==> config.mk <==
export PLATFORM = sky130hd
export DESIGN_NAME = clk_div_monitor
export DESIGN_NICKNAME = d
export VERILOG_FILES = /design/src/rtl/clk_div_monitor.sv
export SDC_FILE = /design/constraint.sdc
export NUM_CORES = 1
export LEC_CHECK = 0
export BUFFER_PORTS_ARGS = -buffer_cell sky130_fd_sc_hd__buf_2
export CAP_MARGIN = 20
export CORE_ASPECT_RATIO = 1.5
export CORE_UTILIZATION = 50
export CTS_CLUSTER_SIZE = 12
export DETAILED_ROUTE_END_ITERATION = 16
export GPL_ROUTABILITY_DRIVEN = 0
export PLACE_DENSITY = 0.7
export SLEW_MARGIN = 0
export SYNTH_ARGS = -nofsm -noshare
export SYNTH_HDL_FRONTEND = slang
export SYNTH_SLANG_ARGS = --single-unit
==> constraint.sdc <==
create_clock -name clk -period 5.3 [get_ports clk]
set_input_delay 0.53 -clock clk [delete_from_list [all_inputs] [get_ports clk]]
set_output_delay 0.53 -clock clk [all_outputs]
set_load 0.02 [all_outputs]
==> src/rtl/clk_div_monitor.sv <==
// clk_div_monitor
//
// Receiving-end checker for a clock divider running in the same clk domain.
// The divided clock is sampled on every clk rising edge. Its period and high
// time are measured in clk cycles. Lock is declared after LOCK_CNT consecutive
// good periods. Wrong ratios and a stalled divided clock raise a sticky error.
//
// Parameters
//   DIV      expected divide ratio in clk cycles (>= 2)
//   CNT_W    counter / measurement width, 2^CNT_W - 1 >= 2*DIV
//   LOCK_CNT consecutive good periods needed for lock (>= 1)
//
// Ports
//   clk         system clock, rising edge
//   rst         asynchronous reset, active low
//   clk_div_in  divided clock under test (synchronous to clk)
//   err_clr     one-cycle pulse clearing the sticky err
//   meas_valid  one-cycle pulse when period_o/high_o are updated
//   period_o    last measured period in clk cycles
//   high_o      high samples in the last measured period
//   locked      ratio confirmed
//   err         sticky error (bad period or timeout)
//   timeout     one-cycle pulse when the divided clock stalls
module clk_div_monitor #(
  parameter int DIV      = 7,
  parameter int CNT_W    = 8,
  parameter int LOCK_CNT = 4
) (
  input  logic             clk,
  input  logic             rst,
  input  logic             clk_div_in,
  input  logic             err_clr,
  output logic             meas_valid,
  output logic [CNT_W-1:0] period_o,
  output logic [CNT_W-1:0] high_o,
  output logic             locked,
  output logic             err,
  output logic             timeout
);

  localparam int GW = (LOCK_CNT < 2) ? 1 : $clog2(LOCK_CNT + 1);

  localparam logic [CNT_W-1:0] CNT_MAX = {CNT_W{1'b1}};
  localparam logic [CNT_W-1:0] CNT_ONE = CNT_W'(1);
  localparam logic [CNT_W-1:0] DIV_C   = CNT_W'(DIV);
  localparam logic [CNT_W-1:0] HALF_LO = CNT_W'(DIV / 2);
  localparam logic [CNT_W-1:0] HALF_HI = CNT_W'((DIV + 1) / 2);
  // The stall pulse is registered on the edge where cnt becomes 2*DIV,
  // so the condition looks at the value one below.
  localparam logic [CNT_W-1:0] TO_PRE  = CNT_W'(2 * DIV - 1);

  localparam logic [GW-1:0] GOOD_ONE  = GW'(1);
  localparam logic [GW-1:0] GOOD_LAST = GW'(LOCK_CNT - 1);
  localparam logic [GW-1:0] GOOD_FULL = GW'(LOCK_CNT);

  typedef enum logic [1:0] {
    IDLE    = 2'd0,
    MEASURE = 2'd1,
    LOCKED  = 2'd2
  } state_t;

  state_t state, state_nxt;

  logic             s_p0, s_p1;
  logic             rise;
  logic [CNT_W-1:0] cnt, hcnt;
  logic [GW-1:0]    good_cnt, good_nxt;
  logic             locked_nxt;
  logic             err_set;
  logic             publish;
  logic             timeout_nxt;
  logic             good_period;
  logic             stall;

  // Saturating increment shared by the period and high counters.
  function automatic logic [CNT_W-1:0] sat_inc(input logic [CNT_W-1:0] v,
                                               input logic             inc);
    if (inc && (v != CNT_MAX)) begin
      return v + CNT_ONE;
    end
    return v;
  endfunction

  // ---- stage p0/p1: sample the divided clock and detect its rising edge
  always_ff @(posedge clk or negedge rst) begin
    if (!rst) begin
      s_p0 <= 1'b0;
      s_p1 <= 1'b0;
    end else begin
      s_p0 <= clk_div_in;
      s_p1 <= s_p0;
    end
  end

  assign rise = s_p0 & ~s_p1;

  // ---- stage p2: period and high-time counters
  always_ff @(posedge clk or negedge rst) begin
    if (!rst) begin
      cnt  <= '0;
      hcnt <= '0;
    end else if (rise) begin
      cnt  <= CNT_ONE;
      hcnt <= CNT_ONE;
    end else begin
      cnt  <= sat_inc(cnt, 1'b1);
      hcnt <= sat_inc(hcnt, s_p0);
    end
  end

  // cnt/hcnt still hold the finished period while rise is true.
  assign good_period = (cnt == DIV_C) && ((hcnt == HALF_LO) || (hcnt == HALF_HI));
  assign stall       = !rise && (cnt == TO_PRE);

  always_comb begin
    state_nxt   = state;
    good_nxt    = good_cnt;
    locked_nxt  = locked;
    err_set     = 1'b0;
    publish     = 1'b0;
    timeout_nxt = 1'b0;
    unique case (state)
      IDLE: begin
        // First edge only starts a period; nothing to publish yet.
        if (rise) begin
          state_nxt = MEASURE;
        end
      end
      MEASURE: begin
        if (rise) begin
          publish = 1'b1;
          if (good_period) begin
            if (good_cnt == GOOD_LAST) begin
              good_nxt   = GOOD_FULL;
              locked_nxt = 1'b1;
              state_nxt  = LOCKED;
            end else begin
              good_nxt = good_cnt + GOOD_ONE;
            end
          end else begin
            good_nxt = '0;
            err_set  = 1'b1;
          end
        end else if (stall) begin
          timeout_nxt = 1'b1;
          err_set     = 1'b1;
          locked_nxt  = 1'b0;
          good_nxt    = '0;
          state_nxt   = IDLE;
        end
      end
      LOCKED: begin
        if (rise) begin
          publish = 1'b1;
          if (!good_period) begin
            locked_nxt = 1'b0;
            err_set    = 1'b1;
            good_nxt   = '0;
            state_nxt  = MEASURE;
          end
        end else if (stall) begin
          timeout_nxt = 1'b1;
          err_set     = 1'b1;
          locked_nxt  = 1'b0;
          good_nxt    = '0;
          state_nxt   = IDLE;
        end
      end
      default: begin
        state_nxt  = IDLE;
        good_nxt   = '0;
        locked_nxt = 1'b0;
      end
    endcase
  end

  // ---- stage p3: registered state and outputs
  always_ff @(posedge clk or negedge rst) begin
    if (!rst) begin
      state      <= IDLE;
      good_cnt   <= '0;
      locked     <= 1'b0;
      err        <= 1'b0;
      timeout    <= 1'b0;
      meas_valid <= 1'b0;
      period_o   <= '0;
      high_o     <= '0;
    end else begin
      state      <= state_nxt;
      good_cnt   <= good_nxt;
      locked     <= locked_nxt;
      timeout    <= timeout_nxt;
      meas_valid <= publish;
      // A new error wins over a simultaneous clear.
      if (err_set) begin
        err <= 1'b1;
      end else if (err_clr) begin
        err <= 1'b0;
      end
      if (publish) begin
        period_o <= cnt;
        high_o   <= hcnt;
      end
    end
  end

endmodule

==> results of run 1 <==
## state kept, by name (all words and copies together), names as in the netlist
signal	count
hcnt	8
err	1
s_p0	1
cnt	8
state	2
timeout	1
s_p1	1
high_o	8
locked	1
period_o	8
meas_valid	1
good_cnt	3
## kinds of logic (layout without fill, tap and decap cells)
| group | Yosys count | after routing |
|---|---|---|
| buffers and inverters | 20 | 44 |
| flip-flops | 43 | 43 |
| AND/OR/NAND/NOR | 54 | 54 |
| XOR/XNOR | 9 | 9 |
| AO/OA/AOI/OAI | 35 | 35 |
| multiplexers | 15 | 15 |
| adder cells (fa/ha/maj) | 10 | 10 |
## worst register-to-register path: stages (launching register included)
cell and delay, ps:
dfrtp_1 470, nor2b_1 500, buf_4 270, nor3_2 90, a2111oi_0 440, or3b_2 490, nand3_1 90
## how the worst min path moves through the flow
stage	end	start	slack (ps)	depth (start not counted)
2_1_floorplan	cnt[0]$_DFFE_PN0P_	rst	230	0
3_3_place_gp	high_o[0]$_DFFE_PN0P_	high_o[0]$_DFFE_PN0P_	470	2
3_5_place_dp	high_o[0]$_DFFE_PN0P_	high_o[0]$_DFFE_PN0P_	480	2
4_1_cts	s_p0$_DFF_PN0_	clk_div_in	350	1
5_1_grt	s_p0$_DFF_PN0_	clk_div_in	350	1
6_report	s_p0$_DFF_PN0_	clk_div_in	350	1
## layout make-up
type,count,area share [%]
clock buffers,6,3.53
clock inverters,2,1.50
inverters,12,1.93
multi-input cells,123,39.3
flip-flops and latches,43,46.0
well taps,45,2.41
repair buffers,24,5.25
## stage by stage
stage / instance area (µm²) / std cells / setup WS, ps / total power [µW]
2_1_floorplan: 2070 / 186 / 3200 / 693
3_3_place_gp: 2210 / 246 / 2700 / 773
3_5_place_dp: 2210 / 246 / 2510 / 788
4_1_cts: 2330 / 254 / 2510 / 1050
5_1_grt: 2340 / 255 / 2690 / 1110
6_report: 2340 / 255 / 2890 / 1040
## metal layers
| layer | part of all wire (%) | wire length, µm |
|---|---|---|
| met4 | 2.3 | 91 |
| met3 | 2.8 | 109 |
| met5 | 0 | 0 |
| met2 | 52 | 2050 |
| met1 | 43 | 1680 |
## power groups by stage
stage / logic, µW / registers (µW) / clock network (µW)
4_1_cts: 334 / 449 / 270
6_report: 331 / 448 / 264
5_1_grt: 365 / 459 / 282
3_3_place_gp: 321 / 453 / 0
3_5_place_dp: 333 / 455 / 0
2_1_floorplan: 216 / 477 / 0
## Yosys cell counts, drive strengths merged, types with 2 or more instances
cell type	n
and3	3
xnor2	6
nand4	4
inv	12
a211oi	6
nor3	5
nand2	9
ha	10
o41ai	2
clkbuf	7
and4	3
dfrtp	43
a21oi	8
a31oi	3
and2	2
nand3	6
nor2	13
or4	2
mux2i	2
xor2	3
o21ai	9
mux2	13
## layout by cell type (no fill, tap or decap), types with 3 or more instances in the layout
cell type / count
nand2_1: 9
nor2_1: 13
mux2_2: 13
a21oi_1: 8
and3_1: 3
ha_1: 10
nor3_1: 3
xnor2_1: 6
a31oi_1: 3
o21ai_0: 9
nand3_1: 6
a211oi_1: 6
nand4_1: 4
xor2_1: 3
buf_2: 23
and4_1: 3
inv_1: 12
clkbuf_8: 6
dfrtp_1: 43
==> results.py, run 1 <==
metrics = {
    "synthesis": {
        "syn_inst": 186,
        "synth_edf_count": 0,
        "synth.largest_area_cell": "dfrtp_1",
        "synth-seq-cells": 43,
        "synthMuxAreaShare_pct": 8.03,
        "synthXorXnorAreaFrac_pct": 3.80,
        "synthArstFlopShare_pct": 100,
        "synthAdderAreaFrac_pct": 6.04,
        "netlist_area_mm2": 0.00207,
        "synthSimpleGateAreaFrac_pct": 15.6,
        "synthesis.nets": 200,
        "synth_top_family_by_area": "simple AND/OR/NAND/NOR gates",
        "synth_cell_types": 39,
        "synth_top_area_share_pct": 51.9,
        "syn_area_per_cell_um2": 11.1,
        "yosysSeqAreaShare_pct": 51.9,
        "synth_ff_type": "dfrtp_1",
        "synth_compound_area_share_pct": 10.9,
        "ys_warn_count": 0,
        "yosys-top-cells-area": "dfrtp_1 (52%), mux2_2 (7.1%), ha_1 (6.0%)",
    },
    "worst_setup_path": {
        "path_max_fanout": 10,
        "setup.worst_path.start_class": "register",
        "worstPathRequired_ps": 5540,
        "critical_path.slowest_cell": "nor2b_1",
        "path_class": "register to register",
        "crit_chain": "nor2b_1 > buf_4 > nor3_2 > a2111oi_0 > or3b_2 > nand3_1",
        "r2r-end": "state[1]$_DFFE_PN0P_",
        "startpoint": "s_p0$_DFF_PN0_",
        "cp-endpoint": "state[1]$_DFFE_PN0P_",
        "reg2reg_depth": 6,
        "r2r_setup_slack_ps": 2890,
        "crit_family": "simple AND/OR/NAND/NOR gates",
        "worstPathArrival_ps": 2650,
        "cpPeakStageDelay_ps": 500,
        "r2r_start": "s_p0$_DFF_PN0_",
        "crit_buf_inv": 1,
        "path_depth": 6,
        "critPathCaptureType": "register",
    },
    "final_layout": {
        "multi_input_area_um2": 920,
        "final_nets": 223,
        "drive_above_1_share_pct": 24.3,
        "finalCoreUtilization_pct": 59.0,
        "final-seq-area_mm2": 0.00108,
        "areaGrowthSynthToFinish_pct": 12.8,
        "nFillCells": 340,
        "num_antenna_cells": 0,
    },
    "power": {
        "pwr_density_cell_mw_per_mm2": 447,
        "peakVddDrop_uv": 289,
        "clkPwrFrac_pct": 25.3,
        "power_switching_share_pct": 35.1,
        "seq_power_share_pct": 42.9,
        "power_switching_uw": 366,
        "internal-power_uw": 678,
        "combPwrFrac_pct": 31.8,
        "leakage_uw": 0.00119,
    },
    "global_route": {
        "grt.met2_usage_pct": 33.9,
        "grtUsageMet1_pct": 24.8,
        "track_usage_pct": 21.3,
        "antenna_found_initial": 0,
        "grt_pass1_wl_um": 6640,
        "grtUsageMet3_pct": 5.62,
        "busiest_layer": "met2",
        "overflow": 0,
        "grt_max_degree": 44,
        "grt_pass1_vias": 1535,
    },
    "clocking": {
        "cts.repair.resized": 0,
        "post_cts_buffers": 0,
        "cts_tree": "done",
        "h-tree-depth": 2,
        "cts.sinks": 43,
        "hold_buffers": 0,
        "clk_pin_slew_worst_paths_ps": 80,
        "cts_root_buf": "clkbuf_8",
        "cts_buffers": 5,
        "clkLatencyLatePin_ps": 300,
        "cts_buffer_depth": 2,
    },
    "sta": {
        "rsz0062_at_grt": "false",
        "fin_crit_sh_pct": 45.4,
        "worst_pin_slew_ps": 924,
        "max_freq_ghz": 0.416,
        "hold_viol_final": 0,
        "slew_headroom_pct": 38.4,
        "slew_violations": 0,
        "worst_clock_skew_ps": 9.93,
        "setup_violations": 0,
        "fin_crit_ps": 2410,
        "hold_slack_ps": 353,
        "fin_setup_tns_ps": 0,
    },
    "flow_run": {
        "max_cap_violations": 0,
    },
    "placement": {
        "port_buffers": 23,
        "dp_hpwl_um": 2770,
    },
    "detailed_routing": {
        "vias_per_cell": 5.78,
        "dr_total_vias": 1475,
        "firstDrtPassIters": 4,
        "route.detailed.drc": 0,
        "wl_per_cell_um": 15.4,
        "routed_wl_um": 3940,
        "drtIter0Drc": 43,
        "drtAntennaViolNets": 0,
    },
    "die": {
        "die_y_um": 80.8,
        "initial_core_util_pct": 52.3,
        "dieArea_mm2": 0.00441,
        "rows": 28,
        "core_area_mm2": 0.00396,
        "die_w_um": 54.6,
        "top_level_ports": 24,
    },
    "min_path": {
        "min_path_type": "input pin to register",
    },
    "status": {
        "outcome": "complete, no violations",
    },
}
Power figures use the tool's default switching activity.
==> inputs of run 2 (changes only) <==
PLACE_DENSITY = 0.73   (was 0.7)
clock period = 1.9 ns   (was 5.3 ns; I/O delays follow)
==> run 2 against run 1 <==
The flow now finishes with violations (setup timing). Sequential power rose to 2.7 times the previous value. Sequential cell count did not move. Setup slack worse by 3100 ps. Power increased to 3.0 times the previous value. Highest routed layer unchanged. Worst hold slack lost 280 ps. Non-clock buffer count is 37 higher. Cell area up 13%. Clock-buffer cell count rose by 1. Maximum frequency grew 13%.
==> results.py, run 2 (same netlist as run 1, synthesis figures left out) <==
metrics = {
    "sta": {
        "worst_clock_skew_ps": 4.52,
        "slew_violations": 0,
        "fin_crit_sh_pct": 112,
        "worst_pin_slew_ps": 547,
        "fin_crit_ps": 2130,
        "setup_violations": 7,
        "rsz0062_at_grt": "true",
        "timing.final.ws_setup_ps": -229,
        "hold_viol_final": 0,
        "slew_headroom_pct": 63.5,
        "max_freq_ghz": 0.470,
    },
    "clocking": {
        "cts_root_buf": "clkbuf_8",
        "clkLatencyLatePin_ps": 300,
        "cts.sinks": 43,
        "cts_buffers": 5,
        "clk_pin_slew_worst_paths_ps": 80,
        "cts_tree": "done",
        "h-tree-depth": 2,
        "cts_buffer_depth": 2,
    },
    "global_route": {
        "grt_pass1_vias": 1721,
        "antenna_found_initial": 0,
        "grt_max_degree": 23,
        "overflow": 0,
        "track_usage_pct": 26.4,
        "grt_pass1_wl_um": 8100,
    },
    "flow_run": {
        "max_cap_violations": 0,
    },
    "power": {
        "leakage_uw": 0.00137,
        "peakVddDrop_uv": 816,
        "pwr_density_cell_mw_per_mm2": 1190,
    },
    "die": {
        "rows": 28,
        "die_w_um": 54.6,
        "core_area_mm2": 0.00396,
        "dieArea_mm2": 0.00441,
        "die_y_um": 80.8,
        "top_level_ports": 24,
        "initial_core_util_pct": 52.3,
    },
    "detailed_routing": {
        "vias_per_cell": 5.84,
        "drtIter0Drc": 70,
        "dr_total_vias": 1704,
        "wl_per_cell_um": 17.0,
        "route.detailed.drc": 0,
        "routed_wl_um": 4960,
        "firstDrtPassIters": 4,
        "drtAntennaViolNets": 0,
    },
    "worst_setup_path": {
        "setup.worst_path.start_class": "register",
        "critical_path.slowest_cell": "or4bb_4",
        "cpPeakStageDelay_ps": 550,
        "path_max_fanout": 4,
        "crit_family": "simple AND/OR/NAND/NOR gates",
        "path_class": "register to register",
        "crit_buf_inv": 1,
        "worstPathArrival_ps": 2370,
        "crit_chain": "ha_2 > or4bb_4 > nor4_4 > or4b_4 > inv_1 > a22o_1",
        "critPathCaptureType": "register",
        "worstPathRequired_ps": 2140,
    },
    "final_layout": {
        "finalCoreUtilization_pct": 66.9,
        "num_antenna_cells": 0,
        "final_common_cell": "dfrtp_1",
        "final_nets": 260,
        "finalNonFillerCells": 292,
        "most-common-layout-cells": "dfrtp_1 (43), buf_4 (34), buf_2 (23)",
        "areaGrowthSynthToFinish_pct": 27.8,
        "drive_above_1_share_pct": 37.7,
    },
    "status": {
        "violations": "setup timing",
        "outcome": "finished with violations",
    },
    "placement": {
        "dp_hpwl_um": 3590,
        "numPlacedInstances": 278,
        "port_buffers": 23,
        "place_ws_ps": -237,
    },
    "min_path": {
        "min_path_type": "input pin to register",
    },
}
## run 2: cell types whose count changed in the layout (fill, tap and decap cells not counted), moves of 2 or more
| cell | change |
|---|---|
| o21ai_1 | +2 |
| dlygate4sd3_1 | +2 |
| o21ai_0 | -2 |
| buf_4 | +33 |
## run 2: path summary, 6_finish.rpt
path,from,to,slack [ps],depth (start not counted)
setup / recovery,cnt[0]$_DFFE_PN0P_,good_cnt[1]$_DFFE_PN0P_,-230,6
hold / removal,err_clr,err$_DFFE_PN0P_,70,2
setup reg to reg,cnt[0]$_DFFE_PN0P_,good_cnt[1]$_DFFE_PN0P_,-230,6
hold reg to reg,period_o[1]$_DFFE_PN0P_,period_o[1]$_DFFE_PN0P_,490,2
max in group asynchronous,rst,hcnt[5]$_DFFE_PN0P_,980,3
min in group asynchronous,rst,state[0]$_DFFE_PN0P_,410,2
## run 2: metrics by stage
stage	hold slack [ps]	power (µW)	TNS (ps)	area, µm²
final	74.1	3140	-1320	2650
after global routing	73.4	3330	-2120	2650
after CTS	79.7	3140	-1120	2630
after detailed placement	203	2440	-1210	2460
after global placement	193	2360	-698	2460
after floorplan	-106	1930	-924	2070
## run 2: repair_timing
| action | in CTS | in global routing |
|---|---|---|
| buffers inserted | 2 | 2 |
| hold endpoints to repair | 22 | 0 |
| hold buffers | 2 | 0 |
| pin swaps | 1 | 4 |
| gates resized for setup | 10 | 3 |
| cloned | 0 | 0 |
| setup endpoints to repair | 7 | 10 |
## run 2: cell type report
| class | instances | area (µm²) |
|---|---|---|
| clock buffers | 7 | 96.3 |
| clock inverters | 1 | 7.51 |
| fillers | 316 | 1310 |
| inverters | 12 | 45.0 |
| multi-input cells | 123 | 946 |
| flip-flops and latches | 43 | 1080 |
| well taps | 45 | 56.3 |
| repair buffers | 61 | 422 |
## run 2: per-layer routing
| layer | track usage [%] | part of all wire, % | vias to the layer above |
|---|---|---|---|
| met4 | 15.1 | 3.3 | 0 |
| met3 | 6.18 | 3.0 | 17 |
| met5 | 0 | 0 | - |
| met1 | 28.6 | 38 | 857 |
| met2 | 45.0 | 55 | 52 |
| li1 | - | - | 778 |
## run 2: report_power, final
| part | internal [µW] | switching [µW] | leakage (µW) |
|---|---|---|---|
| logic | 581 | 711 | 0.000744 |
| clock network | 331 | 318 | 0.0000505 |
| registers | 1090 | 114 | 0.000570 |
## run 2: worst register-to-register path, stage by stage (launching register included)
cell and delay, ps:
dfrtp_1 370, ha_2 180, or4bb_4 550, nor4_4 220, or4b_4 520, inv_1 90
a22o_1 130
==> inputs of run 3 (changes only) <==
GPL_TIMING_DRIVEN = 0   (was not set)
==> run 3 against run 2 <==
The flow still finishes with violations (setup timing). Wire length is 12% lower. Die area unchanged. Sequential share of layout area increased by 0.92 points. Setup slack got worse by 130 ps. Clock-buffer cell count shrank 1. Largest power group is now sequential cells. Clock skew grew 2.5 ps. Utilization is 1.1 points lower. Global-route usage fell by 4.2 points. Maximum frequency fell by 5.7%. Combinational power is 11% lower. Cell area shrank 1.7%. Register-to-register slack worse by 130 ps.
==> results.py, run 3 (same netlist as run 1, synthesis figures left out) <==
metrics = {
    "min_path": {
        "min_path_type": "input pin to asynchronous set/reset pin",
    },
    "final_layout": {
        "num_antenna_cells": 0,
        "most-common-layout-cells": "dfrtp_1 (38), buf_2 (24), buf_4 (18)",
        "multi_input_area_mm2": 0.00100,
        "final_common_cell": "dfrtp_1",
        "final_nets": 248,
        "finalNonFillerCells": 280,
        "drive_above_1_share_pct": 38.3,
        "final-seq-area_mm2": 0.00108,
        "nFillCells": 307,
        "areaGrowthSynthToFinish_pct": 25.7,
        "finalCoreUtilization_pct": 65.8,
    },
    "power": {
        "peakVddDrop_uv": 790,
        "pwr_density_cell_mw_per_mm2": 1200,
        "leakage_uw": 0.00130,
    },
    "worst_setup_path": {
        "r2r_setup_slack_ps": -360,
        "setup.worst_path.start_class": "register",
        "path_max_fanout": 6,
        "worstPathArrival_ps": 2440,
        "path_class": "register to register",
        "critPathCaptureType": "register",
        "worstPathRequired_ps": 2090,
        "reg2reg_depth": 6,
    },
    "status": {
        "outcome": "finished with violations",
        "violations": "setup timing",
    },
    "sta": {
        "timing.final.ws_setup_ps": -358,
        "fin_crit_sh_pct": 119,
        "fin_crit_ps": 2260,
        "rsz0062_at_grt": "true",
        "max_freq_ghz": 0.443,
        "worst_clock_skew_ps": 7.02,
        "worst_pin_slew_ps": 949,
        "setup_violations": 6,
        "slew_violations": 0,
        "slew_headroom_pct": 36.7,
        "hold_viol_final": 0,
    },
    "global_route": {
        "grt_pass1_wl_um": 6950,
        "track_usage_pct": 22.2,
        "grt_pass1_vias": 1584,
        "grt_max_degree": 44,
        "antenna_found_initial": 0,
        "overflow": 0,
    },
    "die": {
        "die_w_um": 54.6,
        "initial_core_util_pct": 52.3,
        "dieArea_mm2": 0.00441,
        "core_area_mm2": 0.00396,
        "rows": 28,
        "die_y_um": 80.8,
        "top_level_ports": 24,
    },
    "clocking": {
        "h-tree-depth": 2,
        "cts.sinks": 43,
        "clk_pin_slew_worst_paths_ps": 80,
        "cts_tree": "done",
        "cts_buffer_depth": 2,
        "cts_root_buf": "clkbuf_8",
        "clkLatencyLatePin_ps": 300,
        "cts_buffers": 5,
    },
    "detailed_routing": {
        "firstDrtPassIters": 4,
        "drtIter0Drc": 32,
        "vias_per_cell": 5.47,
        "route.detailed.drc": 0,
        "wl_per_cell_um": 15.5,
        "dr_total_vias": 1532,
        "routed_wl_um": 4350,
        "drtAntennaViolNets": 0,
    },
    "placement": {
        "port_buffers": 23,
        "place_ws_ps": -398,
        "dp_hpwl_um": 2700,
        "numPlacedInstances": 254,
    },
    "flow_run": {
        "max_cap_violations": 0,
    },
}
-- run 3: cell types whose count changed in the layout (fill, tap and decap cells not counted), moves of 2 or more --
cell / previous run / this run
buf_4: 34 / 18
clkbuf_1: 0 / 3
clkbuf_2: 0 / 2
dfrtp_2: 0 / 5
dfrtp_1: 43 / 38
-- run 3: critical path, stage by stage (launching register included) --
cell,delay [ps]
dfrtp_2,430
or4_4,570
buf_4,160
nor3_4,300
nor2_1,100
a211o_1,360
a22o_1,220
-- run 3: repair_timing --
item	in CTS	in global routing
resized for setup	19	11
endpoints found under the hold margin	1	0
setup buffers	6	12
endpoints found under the setup margin	17	11
hold buffers	1	0
pin swaps	8	10
gates cloned	0	0
-- run 3: per-stage QoR --
| step | cell area [µm²] | hold WS [ps] | setup TNS, ps | total power [µW] |
|---|---|---|---|---|
| final | 2610 | 36.3 | -1620 | 3120 |
| after global routing | 2610 | 57.4 | -2230 | 3290 |
| after CTS | 2490 | 68.3 | -1460 | 3050 |
| after detailed placement | 2240 | 305 | -2750 | 2210 |
| after global placement | 2240 | 308 | -2330 | 2180 |
| after floorplan | 2070 | -106 | -924 | 1930 |
-- run 3: worst paths after layout --
path / start / end
hold / removal: rst / cnt[1]$_DFFE_PN0P_
setup / recovery: cnt[4]$_DFFE_PN0P_ / good_cnt[1]$_DFFE_PN0P_
min in group clk: err_clr / err$_DFFE_PN0P_
hold reg to reg: high_o[1]$_DFFE_PN0P_ / high_o[1]$_DFFE_PN0P_
setup reg to reg: cnt[4]$_DFFE_PN0P_ / good_cnt[1]$_DFFE_PN0P_
max in group asynchronous: rst / hcnt[7]$_DFFE_PN0P_
-- run 3: cell type report --
class | instances | area share (%)
flip-flops and latches | 43 | 41.5
clock inverters | 2 | 1.34
clock buffers | 6 | 3.17
well taps | 45 | 2.16
inverters | 12 | 1.73
plain buffers | 7 | 1.59
multi-input cells | 123 | 38.5
repair buffers | 42 | 9.99
-- run 3: routing by layer --
layer  part of all wire [%]  routed length (µm)  global-route usage (%)  up-vias
li1                       -                   -                       -      757
met1                     41                1780                    24.8      743
met2                     54                2360                    37.8       25
met3                    2.9                 128                    5.99        7
met4                    1.9                  82                    10.5        0
met5                      0                   0                       0        -
-- run 3: power by group --
part,internal (µW),total (µW),switching [µW]
clock,425,733,308
sequential,1090,1230,142
combinational,501,1150,653
